## src/rtl/galaga_rom_loader_if.sv

```systemverilog
// Download bus between data_io and the galaga ROM loader.
// Carries the ioctl byte stream in and the region-decoded dn_* write port out.
// master: data_io / core side, slave: the loader.
interface galaga_rom_loader_if;
    logic        ioctl_download;
    logic        ioctl_wr;
    logic [24:0] ioctl_addr;
    logic [7:0]  ioctl_dout;
    logic [15:0] dn_addr;
    logic [7:0]  dn_data;
    logic [5:0]  dn_we;

    modport master (
        output ioctl_download, ioctl_wr, ioctl_addr, ioctl_dout,
        input  dn_addr, dn_data, dn_we
    );

    modport slave (
        input  ioctl_download, ioctl_wr, ioctl_addr, ioctl_dout,
        output dn_addr, dn_data, dn_we
    );
endinterface

```

## src/rtl/galaga_rom_loader.sv

```systemverilog
// Galaga ROM loader: registers the ioctl byte stream onto the core's dn_* port,
// decoding the linear address into a region strobe plus region-local offset,
// validates length and ordering, and keeps the core in reset until a complete
// image has been loaded.
// Optional feature macro: GALAGA_LOADER_SUM_EN (16-bit byte-sum check in CHECK).
// POST_HOLD must be at least 1.
module galaga_rom_loader #(
    parameter logic [15:0] EXPECT_LEN = 16'h9400,
    parameter logic [15:0] EXPECT_SUM = 16'h0000,
    parameter int          POST_HOLD  = 16
) (
    input  logic                 clk_sys,
    input  logic                 reset_n,
    galaga_rom_loader_if.slave   io,
    output logic                 core_hold,
    output logic                 load_done,
    output logic                 load_err,
    output logic [15:0]          byte_count,
    output logic [15:0]          sum
);

    localparam int HW = (POST_HOLD > 1) ? $clog2(POST_HOLD) : 1;

    typedef enum logic [2:0] {S_IDLE, S_LOAD, S_CHECK, S_DONE, S_ERR} state_t;

    state_t        state, state_d;
    logic          dl_q;
    logic          dl_rise, dl_fall;
    logic          start;
    logic          addr_hit;
    logic          accept, drop;
    logic          bad;
    logic          sum_ok;
    logic          len_ok;
    logic [HW-1:0] hold_cnt;
    logic [15:0]   a16;
    logic [5:0]    dec_we;
    logic [15:0]   dec_off;

    assign dl_rise  = io.ioctl_download & ~dl_q;
    assign dl_fall  = ~io.ioctl_download & dl_q;
    assign start    = (state_d == S_LOAD) && (state != S_LOAD);
    // Comparing all 25 bits also rejects anything with ioctl_addr[24:16] set.
    assign addr_hit = (io.ioctl_addr == {9'd0, byte_count});
    // byte_count never passes EXPECT_LEN: overrun bytes only set the bad flag.
    assign accept   = (state == S_LOAD) && io.ioctl_wr && addr_hit && (byte_count < EXPECT_LEN);
    assign drop     = (state == S_LOAD) && io.ioctl_wr && !accept;
    assign len_ok   = (byte_count == EXPECT_LEN) && !bad;
    assign a16      = io.ioctl_addr[15:0];

    // Download strobe history for edge detection
    always_ff @(posedge clk_sys or negedge reset_n) begin
        if (!reset_n) dl_q <= 1'b0;
        else          dl_q <= io.ioctl_download;
    end

    // State register
    always_ff @(posedge clk_sys or negedge reset_n) begin
        if (!reset_n) state <= S_IDLE;
        else          state <= state_d;
    end

    // Next state: a new download edge restarts from any settled state
    always_comb begin
        state_d = state;
        case (state)
            S_IDLE:  if (dl_rise) state_d = S_LOAD;
            S_LOAD:  if (dl_fall) state_d = S_CHECK;
            S_CHECK: begin
                if (dl_rise)                state_d = S_LOAD;
                else if (len_ok && sum_ok)  state_d = S_DONE;
                else                        state_d = S_ERR;
            end
            S_DONE:  if (dl_rise) state_d = S_LOAD;
            S_ERR:   if (dl_rise) state_d = S_LOAD;
            default: state_d = S_IDLE;
        endcase
    end

    // Region decode of the low 16 address bits into strobe and local offset
    always_comb begin
        dec_we  = '0;
        dec_off = '0;
        if (a16 < 16'h4000) begin
            dec_we  = 6'b000001;
            dec_off = a16;
        end else if (a16 < 16'h5000) begin
            dec_we  = 6'b000010;
            dec_off = a16 - 16'h4000;
        end else if (a16 < 16'h6000) begin
            dec_we  = 6'b000100;
            dec_off = a16 - 16'h5000;
        end else if (a16 < 16'h7000) begin
            dec_we  = 6'b001000;
            dec_off = a16 - 16'h6000;
        end else if (a16 < 16'h9000) begin
            dec_we  = 6'b010000;
            dec_off = a16 - 16'h7000;
        end else if (a16 < 16'h9400) begin
            dec_we  = 6'b100000;
            dec_off = a16 - 16'h9000;
        end
    end

    // Core write port: one-cycle strobe per accepted byte, address/data held otherwise
    always_ff @(posedge clk_sys or negedge reset_n) begin
        if (!reset_n) begin
            io.dn_we   <= '0;
            io.dn_addr <= '0;
            io.dn_data <= '0;
        end else begin
            io.dn_we <= accept ? dec_we : 6'b000000;
            if (accept) begin
                io.dn_addr <= dec_off;
                io.dn_data <= io.ioctl_dout;
            end
        end
    end

    // Progress counter and sticky bad-order flag, cleared when a download starts
    always_ff @(posedge clk_sys or negedge reset_n) begin
        if (!reset_n) begin
            byte_count <= '0;
            bad        <= 1'b0;
        end else if (start) begin
            byte_count <= '0;
            bad        <= 1'b0;
        end else begin
            if (accept) byte_count <= byte_count + 16'd1;
            if (drop)   bad        <= 1'b1;
        end
    end

`ifdef GALAGA_LOADER_SUM_EN
    // Running 16-bit sum of accepted bytes
    always_ff @(posedge clk_sys or negedge reset_n) begin
        if (!reset_n)    sum <= '0;
        else if (start)  sum <= '0;
        else if (accept) sum <= sum + {8'd0, io.ioctl_dout};
    end

    assign sum_ok = (sum == EXPECT_SUM);
`else
    // Without the sum check EXPECT_SUM has no effect.
    logic unused_expect_sum;

    assign unused_expect_sum = ^EXPECT_SUM;
    assign sum               = '0;
    assign sum_ok            = 1'b1;
`endif

    // Status flags and the post-load hold-off before releasing the core
    always_ff @(posedge clk_sys or negedge reset_n) begin
        if (!reset_n) begin
            core_hold <= 1'b1;
            load_done <= 1'b0;
            load_err  <= 1'b0;
            hold_cnt  <= '0;
        end else if (start) begin
            core_hold <= 1'b1;
            load_done <= 1'b0;
            load_err  <= 1'b0;
            hold_cnt  <= '0;
        end else if (state == S_CHECK && state_d == S_DONE) begin
            load_done <= 1'b1;
            hold_cnt  <= '0;
        end else if (state == S_CHECK && state_d == S_ERR) begin
            load_err  <= 1'b1;
        end else if (state == S_DONE && core_hold) begin
            if (hold_cnt == HW'(POST_HOLD - 1)) core_hold <= 1'b0;
            else                                hold_cnt  <= hold_cnt + 1'b1;
        end
    end

endmodule
```

## src/flat_wrapper.sv

```systemverilog
// flat-port wrapper written by rule: the top's interface ports become plain ports
module galaga_rom_loader_flat 
#(
    parameter logic [15:0] EXPECT_LEN = 16'h9400,
    parameter logic [15:0] EXPECT_SUM = 16'h0000,
    parameter int          POST_HOLD  = 16
)
  (clk_sys, reset_n, core_hold, load_done, load_err, byte_count, sum, io_ioctl_download, io_ioctl_wr, io_ioctl_addr, io_ioctl_dout, io_dn_addr, io_dn_data, io_dn_we);
  galaga_rom_loader_if io_i ();
  input  logic clk_sys;
  input  logic reset_n;
  output logic core_hold;
  output logic load_done;
  output logic load_err;
  output logic [15:0] byte_count;
  output logic [15:0] sum;
  input wire logic [$bits(io_i.ioctl_download)-1:0] io_ioctl_download;
  input wire logic [$bits(io_i.ioctl_wr)-1:0] io_ioctl_wr;
  input wire logic [$bits(io_i.ioctl_addr)-1:0] io_ioctl_addr;
  input wire logic [$bits(io_i.ioctl_dout)-1:0] io_ioctl_dout;
  output wire logic [$bits(io_i.dn_addr)-1:0] io_dn_addr;
  output wire logic [$bits(io_i.dn_data)-1:0] io_dn_data;
  output wire logic [$bits(io_i.dn_we)-1:0] io_dn_we;
  assign io_i.ioctl_download = io_ioctl_download;
  assign io_i.ioctl_wr = io_ioctl_wr;
  assign io_i.ioctl_addr = io_ioctl_addr;
  assign io_i.ioctl_dout = io_ioctl_dout;
  assign io_dn_addr = io_i.dn_addr;
  assign io_dn_data = io_i.dn_data;
  assign io_dn_we = io_i.dn_we;
  galaga_rom_loader #(.EXPECT_LEN(EXPECT_LEN), .EXPECT_SUM(EXPECT_SUM), .POST_HOLD(POST_HOLD)) u_core (.clk_sys(clk_sys), .reset_n(reset_n), .io(io_i), .core_hold(core_hold), .load_done(load_done), .load_err(load_err), .byte_count(byte_count), .sum(sum));
endmodule
```

## config.mk

```make
export PLATFORM = sky130hd
export DESIGN_NAME = galaga_rom_loader_flat
export DESIGN_NICKNAME = d
export VERILOG_FILES = /design/src/rtl/galaga_rom_loader_if.sv /design/src/rtl/galaga_rom_loader.sv /design/src/flat_wrapper.sv
export SDC_FILE = /design/constraint.sdc
export NUM_CORES = 1
export LEC_CHECK = 0
export ABC_AREA = 1
export CORE_MARGIN = 2
export CORE_UTILIZATION = 49
export CTS_CLUSTER_DIAMETER = 30
export CTS_CLUSTER_SIZE = 10
export DETAILED_ROUTE_END_ITERATION = 8
export GPL_TIMING_DRIVEN = 1
export PLACE_DENSITY = 0.81
export REMOVE_ABC_BUFFERS = 1
export SYNTH_ARGS = -nofsm -noshare
export SYNTH_HDL_FRONTEND = slang
export SYNTH_SLANG_ARGS = --single-unit
export TNS_END_PERCENT = 50
```

## constraint.sdc

```tcl
create_clock -name clk_sys -period 2.1 [get_ports clk_sys]
set_input_delay 0.63 -clock clk_sys [delete_from_list [all_inputs] [get_ports clk_sys]]
set_output_delay 0.63 -clock clk_sys [all_outputs]
set_load 0.03 [all_outputs]
```

==> metrics.md <==
| Metric | Value |
|---|---|
| Worst Skew | `9.47 ps` |
| Grt total ovfl | `0` |
| CP delay by family, top | `buffers and inverters` |
| Stages on the worst setup path | `1` |
| Commonest non-fill, non-tap cell in the layout | `nand2_1` |
| Mean Syn Cell Area | `6.75 sq um` |
| Hold Path Class | `in2async` |
| DRT Pass-1 Iters | `5` |
| Clock insertion delay at the later pin of the skew report | `between 300 and 400 ps` |
| Die H | `92.8 microns` |
| Vias after detailed routing | `4135` |
| Unique masters post-synth | `34` |
| Top Ports | `102` |
| Actual transition at the worst max-transition pin | `518 ps` |
| Slew Limit Headroom | `65.3%` |
| DR iter-0 viols | `295` |
| Power Dens Cells | `546 nW/um^2` |
| Met1 GRT Util | `35.5%` |
| Drt total wl | `between 10000 and 15000 microns` |
| Met2 Usage GRT | `45.6%` |
| Clk sink count | `58` |
| Post-Synthesis Cells | `~570` |
| Power Total | `2.98 mW` |
| CP Max Fanout | `2` |
| Hold Worst Slack | `266 ps` |
| Min cycle time layout | `2020 ps` |
| Mapped Area | `3860 sq um` |
| Dpl hpwl | `8620 microns` |
| FMAX | `496 MHz` |
| Core Util, Final | `71.0%` |
| Share of post-route cells with drive strength above 1 | `15.9%` |
| Sequential share of the synthesized area | `37.6%` |
| Startpoint types | `register` |
| CTS Buf Count | `9` |
| Tot GR Track Use | `27.2%` |
| Vias per inst | `5.06` |
| Worst Path Required | `1470 ps` |
| Global-route wire length before repair | `18400 microns` |
| Final slew viol count | `0` |
| Final setup viols | `0` |
| Crit path kind | `reg2out` |
| Root Driver | `clkbuf_8` |
| # DRC | `0` |
| Worst path arrival time | `1390 ps` |
| GPL Wtd Cong | `0.926` |
| CP Buf/Inv Count | `1` |
| Most frequent cells in the layout | `nand2_1 (206), nor2_1 (63), inv_1 (57), dfrtp_1 (57), clkdlybuf4s50_1 (53)` |
| Max rail drop VDD | `about 0.36 mV` |
| Setup TNS | `0 ps` |
| Die Width | `92.8 microns` |
| Busiest layer in global routing | `met2` |
| Cells along the critical path | `clkdlybuf4s50_1` |
| Yosys top cell by area | `dfrtp_1` |
| CTS H-tree lvls | `3` |
| Largest net degree at the start of global routing | `slightly below 60` |
| CP endpoint kind | `primary output` |
| Initial Utilization | `roughly half` |
| CTS tree | `built` |
| Top cells by area, synth | `dfrtp_1 (37%), nand2_1 (20%), nor2_1 (6.4%)` |
| Final nets | `~750` |
| Fill cells | `649` |
| Path depth of the worst reg2reg path | `11` |
| Initial antenna violation count | `0` |
| Clock slew at reported path FFs | `70 ps` |
| Clock buffer depth | `2` |
| Synthesis Warnings | `0` |
| Core area | `7690 sq um` |
| GR Util met3 | `4.31%` |
| Final Hold Viols | `0` |
| Status | `finished, final reports clean` |
| Synth top area share | `37.0%` |
| Total die area | `8600 sq um` |
| Num rows | `32` |
| # Max-Cap Violations | `0` |
| LEAKAGE | `3.06 nW` |
| Area Overhead vs Synth | `41.4%` |
| DRT antenna net count | `0` |
| CTS Hold Bufs | `0` |
| Port-buffer cells | `85` |
| Number of global-route vias before repair | `around 3900` |
| ANT cells | `0` |
| Max incr delay on CP | `about 670 ps` |
| Wire length per cell | `13.7 microns` |
| FF+latch count, synth | `58` |
| Fin crit share | `96.1%` |
| Max stage delay cell, worst path | `clkdlybuf4s50_1` |
worst reg2reg max path, stage by stage, from the launching register on:
cell and delay, ps:
dfrtp_1 510, nand2_1 170, buf_4 120, nand2_1 40, nor2_1 130, nand2_1 120, nor2_4 170, buf_4 140
nand3_4 130, o21ai_2 140, nand2_1 60, nor2_1 110
flip-flops by register name, indices dropped and copies added, names as in the netlist:
signal and count:
u_core.state 3, u_core.load_done 1, u_core.io.dn_data 8, u_core.hold_cnt 4, u_core.io.dn_addr 16, u_core.load_err 1
u_core.core_hold 1, u_core.dl_q 1, u_core.byte_count 16, u_core.io.dn_we 6, u_core.bad 1
cell families (layout without fill, tap and decap cells):
family	count (synthesis)	count (layout)	synth area share, %
XOR/XNOR	14	14	3.18
other	1	16	0.0972
AND/OR/NAND/NOR	361	361	41.1
flip-flops	58	58	37.6
adder cells (fa/ha/maj)	6	6	1.94
AO/OA/AOI/OAI	29	29	3.99
buffers and inverters	103	232	12.0
synthesized netlist by cell type (all sizes together):
cell     count
nand3       29
nand2      212
inv         74
xnor2        2
nand3b       2
buf         22
conb         1
dfrtp       57
dfstp        1
o22ai        2
nand4       31
nor2        75
nor3        12
o21ai       19
o211ai       1
clkbuf       5
xor2        12
a2bb2oi      1
a21oi        6
clkinv       2
ha           6
per-layer routing:
metal / wire length, microns / vias up
met5: 0 / -
met4: 188 / 0
met3: 799 / 23
met2: 5420 / 171
met1: 4830 / 1899
li1: - / 2042
through the flow:
step	cell area, sq um	setup slack (ps)	instances
CTS	5360	-0.889	816
global route	5460	-7.47	818
floorplan	3740	-132	560
detailed placement	5150	-350	800
finish	5460	82.8	818
global placement	5150	-293	800
what timing repair did:
item | CTS | global route
resized for setup | 14 | 29
setup endpoints to repair | 15 | 45
pin swaps | 0 | 9
buffers inserted | 0 | 2
hold endpoints to repair | 0 | 0
path summary, 6_finish.rpt:
kind                                                   start                                 to  slack [ps]
max                         u_core.io.dn_data[3]$_DFFE_PN0P_                      io_dn_data[3]          80
min reg2reg                u_core.io.dn_addr[15]$_DFFE_PN0P_  u_core.io.dn_addr[15]$_DFFE_PN0P_         460
min                                                  reset_n   u_core.io.dn_data[5]$_DFFE_PN0P_         270
max in group asynchronous                            reset_n       u_core.core_hold$_DFFE_PN1P_        1500
min in group clk_sys       u_core.io.dn_addr[15]$_DFFE_PN0P_  u_core.io.dn_addr[15]$_DFFE_PN0P_         460
max reg2reg                 u_core.byte_count[0]$_DFFE_PN0P_   u_core.byte_count[2]$_DFFE_PN0P_         190
cell type report:
type | count | area, sq um | share of cell area (%)
timing repair buffer | 140 | 1320 | 24.2
tap | 102 | 128 | 2.34
clock inverter | 2 | 60.1 | 1.10
sequential | 58 | 1450 | 26.6
multi-input combinational | 426 | 2050 | 37.5
inverter | 76 | 287 | 5.25
clock buffer | 14 | 163 | 2.98
power breakdown:
group | internal (mW) | total [mW] | leakage, nW | switching, mW
Sequential | 1.17 | 1.21 | 0.798 | 0.0400
Combinational | 0.227 | 0.590 | 2.15 | 0.363
Clock | 0.735 | 1.19 | 0.111 | 0.450
Note: power is estimated with default switching activity, not from simulation.
